## config.mk

```make
export PLATFORM = sky130hd
export DESIGN_NAME = instr_fetch_unit
export DESIGN_NICKNAME = d
export VERILOG_FILES = /design/src/rtl/fetch_pkg.sv /design/src/rtl/fetch_fifo.sv /design/src/rtl/instr_fetch_unit.sv
export SDC_FILE = /design/constraint.sdc
export NUM_CORES = 1
export LEC_CHECK = 0
export BUFFER_PORTS_ARGS = -buffer_cell sky130_fd_sc_hd__buf_2
export CORE_MARGIN = 4
export CORE_UTILIZATION = 39
export CTS_CLUSTER_DIAMETER = 40
export DETAILED_ROUTE_END_ITERATION = 8
export GPL_ROUTABILITY_DRIVEN = 0
export GPL_TIMING_DRIVEN = 0
export PLACE_DENSITY_LB_ADDON = 0.15
export SLEW_MARGIN = 10
export SYNTH_ARGS = -nofsm -noshare
export SYNTH_HDL_FRONTEND = slang
export SYNTH_SLANG_ARGS = --single-unit
```

## constraint.sdc

```tcl
create_clock -name CLK -period 8.7 [get_ports CLK]
set_input_delay 1.74 -clock CLK [delete_from_list [all_inputs] [get_ports CLK]]
set_output_delay 1.74 -clock CLK [all_outputs]
set_load 0.01 [all_outputs]
```

## src/rtl/fetch_pkg.sv

```systemverilog
// Shared types and constants for the instruction fetch front end.
package fetch_pkg;

    typedef enum logic [2:0] {RESET, FETCH, MISS, DRAIN, FAULT} fetch_state_t;

    localparam logic [31:0] IMEM_LIMIT = 32'h6000;

    typedef struct packed {
        logic [31:0] pc;
        logic [31:0] instr;
    } fetch_entry_t;

    // A PC outside instruction memory or not word aligned halts fetch.
    function automatic logic pc_illegal(input logic [31:0] pc);
        return (pc >= IMEM_LIMIT) || (pc[1:0] != 2'b00);
    endfunction

endpackage

```

## src/rtl/fetch_fifo.sv

```systemverilog
// Small instruction buffer between fetch and decode; flush wins over push/pop.
module fetch_fifo
    import fetch_pkg::*;
#(
    parameter int DEPTH = 2
) (
    input  logic         clk,
    input  logic         srst,
    input  logic         flush,
    input  logic         push,
    input  fetch_entry_t push_data,
    input  logic         pop,
    output fetch_entry_t head,
    output logic         full,
    output logic         empty
);

    localparam int PW = $clog2(DEPTH);

    fetch_entry_t   mem_reg [DEPTH];
    logic [PW-1:0]  wr_ptr_reg;
    logic [PW-1:0]  rd_ptr_reg;
    logic [PW:0]    count_reg;
    logic           do_push;
    logic           do_pop;

    assign full    = (count_reg == (PW+1)'(DEPTH));
    assign empty   = (count_reg == '0);
    assign do_push = push & ~full & ~flush;
    assign do_pop  = pop & ~empty & ~flush;
    assign head    = mem_reg[rd_ptr_reg];

    // Storage is cleared on reset so the head output never carries X.
    always_ff @(posedge clk) begin
        if (srst) begin
            for (int i = 0; i < DEPTH; i++) begin
                mem_reg[i] <= '0;
            end
        end else if (do_push) begin
            mem_reg[wr_ptr_reg] <= push_data;
        end
    end

    always_ff @(posedge clk) begin
        if (srst || flush) begin
            wr_ptr_reg <= '0;
            rd_ptr_reg <= '0;
            count_reg  <= '0;
        end else begin
            if (do_push) begin
                wr_ptr_reg <= wr_ptr_reg + PW'(1);
            end
            if (do_pop) begin
                rd_ptr_reg <= rd_ptr_reg + PW'(1);
            end
            count_reg <= count_reg + (PW+1)'(do_push) - (PW+1)'(do_pop);
        end
    end

endmodule

```

## src/rtl/instr_fetch_unit.sv

```systemverilog
// PC owner and instruction fetcher: holds the read address through cache misses
// and drains an in-flight refill before honouring a redirect taken during a miss.
module instr_fetch_unit
    import fetch_pkg::*;
#(
    parameter logic [31:0] RESET_PC   = 32'h0000_0000,
    parameter int          FIFO_DEPTH = 2
) (
    input  logic        CLK,
    input  logic        RST,
    input  logic        PC_LOAD,
    input  logic [31:0] PC_TARGET,
    input  logic        ID_READY,
    output logic        IF_VALID,
    output logic [31:0] IF_INSTR,
    output logic [31:0] IF_PC,
    output logic        IF_FAULT,
    output logic        MEM_RDEN1,
    output logic [13:0] MEM_ADDR1,
    input  logic [31:0] MEM_DOUT1,
    input  logic        memValid1
);

    fetch_state_t state_reg, state_next;
    logic [31:0]  pc_reg, pc_next;
    logic [31:0]  target_reg, target_next;
    logic         illegal;
    logic         full;
    logic         empty;
    logic         push;
    logic         flush;
    fetch_entry_t head;

    assign illegal   = pc_illegal(pc_reg);
    assign MEM_ADDR1 = pc_reg[15:2];
    assign MEM_RDEN1 = ((state_reg == FETCH) & ~full & ~illegal)
                     | (state_reg == MISS) | (state_reg == DRAIN);
    assign IF_FAULT  = (state_reg == FAULT);
    assign IF_VALID  = ~empty;
    assign IF_PC     = head.pc;
    assign IF_INSTR  = head.instr;

    always_comb begin
        state_next  = state_reg;
        pc_next     = pc_reg;
        target_next = target_reg;
        push        = 1'b0;
        flush       = 1'b0;
        case (state_reg)
            RESET: state_next = FETCH;
            FETCH: begin
                if (PC_LOAD) begin
                    flush   = 1'b1;
                    pc_next = PC_TARGET;
                end else if (illegal) begin
                    state_next = FAULT;
                end else if (MEM_RDEN1) begin
                    if (memValid1) begin
                        push    = 1'b1;
                        pc_next = pc_reg + 32'd4;
                    end else begin
                        state_next = MISS;
                    end
                end
            end
            MISS: begin
                // A redirect coinciding with the refill needs no drain phase.
                if (PC_LOAD) begin
                    flush = 1'b1;
                    if (memValid1) begin
                        pc_next    = PC_TARGET;
                        state_next = FETCH;
                    end else begin
                        target_next = PC_TARGET;
                        state_next  = DRAIN;
                    end
                end else if (memValid1) begin
                    push       = 1'b1;
                    pc_next    = pc_reg + 32'd4;
                    state_next = FETCH;
                end
            end
            DRAIN: begin
                if (PC_LOAD) begin
                    flush       = 1'b1;
                    target_next = PC_TARGET;
                end
                if (memValid1) begin
                    pc_next    = PC_LOAD ? PC_TARGET : target_reg;
                    state_next = FETCH;
                end
            end
            FAULT: begin
                if (PC_LOAD) begin
                    flush      = 1'b1;
                    pc_next    = PC_TARGET;
                    state_next = FETCH;
                end
            end
            default: state_next = RESET;
        endcase
    end

    always_ff @(posedge CLK) begin
        if (RST) begin
            state_reg  <= RESET;
            pc_reg     <= RESET_PC;
            target_reg <= '0;
        end else begin
            state_reg  <= state_next;
            pc_reg     <= pc_next;
            target_reg <= target_next;
        end
    end

    fetch_fifo #(
        .DEPTH(FIFO_DEPTH)
    ) u_fifo (
        .clk       (CLK),
        .srst      (RST),
        .flush     (flush),
        .push      (push),
        .push_data ({pc_reg, MEM_DOUT1}),
        .pop       (IF_VALID & ID_READY),
        .head      (head),
        .full      (full),
        .empty     (empty)
    );

endmodule

```

**Yosys cells after proc, flatten, opt, wreduce, memory -nomap -nowiden**

Memories as Yosys holds them, arrays and structs flattened. A register that Yosys moved wholly into a read port is not among the register bits.
Cells that the tools add are included.

- Add/sub/neg operators: 5
- $mul: 0
- Divide/modulo/power cells: 0
- Order comparisons: 1
- Eq/ne operators: 15
- Shift-type cells: 0
- Mux-type cells: 40
- Bitwise operators: 13
- Reduce and logical (&&, ||, !) cells: 12

Operators with widths:

| kind | number |
|---|---|
| two-way mux 32 bit | 11 |
| case mux 32 bit (4 select lines) | 1 |
| two-way mux 64 bit | 1 |
| case mux 32 bit (2 select lines) | 1 |
| OR reduction 64 bit | 1 |
| adder 32 x 3 -> 32 bit, second input constant | 1 |
| greater-or-equal comparator 32 x 15 -> 1 bit, second input constant | 1 |
| two-way mux 3 bit | 7 |
| two-way mux 1 bit | 16 |
| != test 3 bit, second input constant | 5 |
| case mux 3 bit (5 select lines) | 1 |
| != test 2 bit, second input constant | 5 |
| AND 1 bit | 7 |
| == test 3 x 2 -> 1 bit, second input constant | 2 |
| AND reduction 6 bit | 1 |
| inverter 1 bit | 4 |
| AND reduction 4 bit | 1 |
| nonzero test 2 bit | 2 |
| nonzero test 4 bit | 1 |
| OR reduction 4 bit | 1 |
| == test 3 x 1 -> 1 bit, second input constant | 1 |
| == test 3 bit, second input constant | 1 |
| logical NOT 3 bit | 1 |
| AND reduction 3 bit | 1 |
| other kinds (9) | 12 |

- Bits in registers: 71
- Latch bits: 0
- RAM bits: 128
- ROM bits: 0
- Output and inout bits: 81
- Word-level logic and storage cells: 93
- Memories: 1

Memory list:

| name | words | width | read ports | clocked after Yosys merged registers in | write ports | line | source |
|---|---|---|---|---|---|---|---|
| u_fifo.mem_reg | 2 | 64 | 1 | 1 | 2 | fetch_fifo.sv:20 | `fetch_entry_t mem_reg [DEPTH];` |

**Depth between registers and ports, before layout**

- Word-level depth: 17
- Mapped depth: 11
- Depth with buffers taken out: 10

**Hierarchy**

Synthesis repeated with hierarchy kept, for this count alone.

- Cells, all modules: 885
- Area, all modules: 9691.8 um^2

By module, submodules not included:

| module | times used | cells an instance | area an instance (um^2) | sequential area each (um^2) |
|---|---|---|---|---|
| fetch_fifo | 1 | 373 | 5775.5 | 3943.8 |
| instr_fetch_unit | 1 | 512 | 3916.3 | 1341.3 |

**Worst setup path before layout**

Ideal clock, no wire load.

- Kind: in2reg
- Start point: input port memValid1
- End point: memory u_fifo.mem_reg[0][0] (netlist name), enable pin
- Library setup time: 0.499 ns
- Arrival: 5.185 ns
- Data required time: 8.201 ns
- Slack: 3.016 ns
- Stages: 5
- Cells stage by stage: nand2_1 > nor2_1 > o21ai_2 > clkbuf_1 > o21bai_1

RTL lines:

| what | line | source |
|---|---|---|
| from (decl) | instr_fetch_unit.sv:21 | `input logic memValid1` |
| to (decl) | fetch_fifo.sv:20 |  |

==> impl_metrics.yaml <==
flow_run:
  drv_cap: 0
worst_setup_path:
  path_delay_family: "buffers and inverters"
  crit_path_top_delay_cell: "clkbuf_1"
  crit_arrival_ps: 2300
  path_max_fanout: 10
  crit_path_cell_trace: "clkbuf_1, clkbuf_1, mux2_2, buf_2"
  cp.buffers_inverters: 3
  worstSetupPathType: "reg -> out"
  max_stage_delay_ps: 540
  crit_required_ps: 6960
  worst_setup_path_start_kind: "flip-flop"
  end_kind: "primary output"
  cp_common_cell: "clkbuf_1"
timing:
  rsz0062_at_grt: "no"
  tightest_slew_ps: 820.0
  setup_tns_ps: 0
  setup_ws_ps: 4659
  finalHoldViolCount: 0
  fin_skew_ps: 14.35
  relSlewSlack_pct: 44.88
  post-route-period-util_pct: 46.45
  max_freq_ghz: 0.2474
  period_minus_slack_ps: 4041
  whs_ps: 456.8
  finalMaxSlewViolations: 0
  setup_viol: 0
drt:
  drc: 0
  viasPerCell: 5.077
  drtIter0Drc: 499
  route.vias.total: 7128
  wl_microns: 25500
  drtPass1Iterations: 5
  avgRoutedWirePerCell_microns: 18.16
  ant_nets: 0
floorplanning:
  core_sq_um: 24460
  dieArea_sq_um: 27560
  io_pins: 150
  die_h_microns: 166.0
  die_w_microns: 166.0
  row_count: 57
  start_util_pct: 39.81
power:
  p_per_area_nw_per_um2: 195.0
  p_leak_nw: 4.561
  power.total_mw: 2.267
  ir_worst_vdd_mv: 0.1204
logic_synthesis:
  syn_avg_cell_area_sq_um: 10.87
  ys_warn_count: 0
  synth_enable_flop_cells: 128
  syn_inst: 896
  synth-main-ff-cell: "edfxtp_1"
  yosys-top-cells-count: "edfxtp_1 (128), and2_1 (120), nand2_1 (91)"
  ys_types: 66
  syn_nets: 969
  synthMostInstantiatedCell: "edfxtp_1"
  synth_top_area_cell: "edfxtp_1"
  ys_async_sr_fraction_pct: 0
  synth.area.top_cells: "edfxtp_1 (39%), dfxtp_1 (15%), and2_1 (7.7%)"
  synth_seq_area_share_pct: 54.27
  synth_area_sq_um: 9739
  ys_seq_elements: 200
  synth_top_area_share_pct: 39.47
run_status:
  status: "completed"
clock_tree:
  clk_pin_slew_worst_paths_ps: 80
  cts_htree_levels: 4
  numCtsBuffers: 17
  clock_latency_ps: 450
  clock_sinks: 200
  cts_resized: 0
  cts_setup_buffers: 0
  cts_max_path_buffers: 2
  postCtsHoldBufs: 0
  cts_tree: "built"
  clock-root-buffer: "clkbuf_16"
global_route:
  first_global_vias: 7013
  gr-total-overflow: 0
  grt_use_total_pct: 18.51
  grt_max_degree: 55
  grt_pass1_wl_microns: 40290
  antenna_found_initial: 0
place:
  pre_cts_ws_ps: 4877
  placed_area_sq_um: 11010
  dp.cells: 1372
  hpwl_microns: 18580
  portBuffers: 148
finish:
  area_growth_syn_to_layout_pct: 19.35
  largest_reg_flops: 128
  fin_nets: 1140
  design_area_sq_um: 11620
  fin_cells: 1404
  final_layout_size_suffix_gt1_share_pct: 29.17
  final_util_pct: 47.52
  antenna_cells: 0
worst_hold_path:
  hold_class: "reg -> reg"
## cells in the final DEF, fill, tap and decap left out, types with 9 or more instances in the layout
master | Yosys | layout
buf_2 | 9 | 157
edfxtp_1 | 128 | 128
and2_1 | 120 | 120
nand2_1 | 91 | 91
dfxtp_1 | 72 | 72
mux2_2 | 65 | 65
nor2_1 | 57 | 57
a21oi_1 | 46 | 46
clkbuf_1 | 36 | 36
a211oi_1 | 26 | 26
o21ai_0 | 23 | 23
nor4_1 | 18 | 18
buf_4 | 17 | 17
nor3_1 | 17 | 17
clkbuf_16 | 0 | 17
nand2b_1 | 14 | 14
nand3_1 | 10 | 10
xnor2_1 | 10 | 10
a22oi_1 | 10 | 10
inv_1 | 10 | 10
xor2_1 | 9 | 9
## final cells by class
cell class / count / area, sq um
clock buffer: 17 / 425.4
clock inverter: 15 / 191.4
tap: 324 / 405.4
timing repair buffer: 152 / 843.3
buffer: 81 / 508.0
fill: 2359 / 12840
multi-input combinational: 604 / 3924
sequential: 200 / 5285
inverter: 11 / 41.29
## cell families after synthesis
kind of cell / share of synthesized area [%]
adders and majority gates: 0.5139
muxes: 7.721
and+or+nand+nor: 19.82
AOI/OAI and AO/OA: 10.33
buffers and inverters: 5.640
DFF: 54.27
xor gates and xnor gates: 1.709
## power by group
part | internal (mW) | switching (mW)
logic | 0.145 | 0.197
clock network | 0.417 | 0.409
registers | 1.06 | 0.0429
total | 1.62 | 0.649
## metal layers
layer  wire length, microns  global-route usage [%]  up-vias
met3                   1354                   4.142       20
met4                    199                   3.874        0
li1                       -                       -     3534
met1                  12150                   26.19     3369
met5                      0                       0        -
met2                  11800                   29.42      205
## worst register-to-register path, delay by kind of cell, from the launching register on
kind	cells	cell delay (ps)
AOI/OAI and AO/OA	2	590
buffers and inverters	4	870
DFF	1	300
and+or+nand+nor	3	1040
## worst paths after layout
path / to / depth (start not counted) / startpoint / slack, ps
worst min-delay path: target_reg[5] / 2 / target_reg[5] / 460
worst max-delay path: IF_INSTR[20] / 4 / flip-flop / 4660
worst min register to register: target_reg[5] / 2 / target_reg[5] / 460
worst max register to register: u_fifo.mem_reg[0][14] / 9 / pc_reg[26] / 5600
Note: power is estimated with default switching activity, not from simulation.
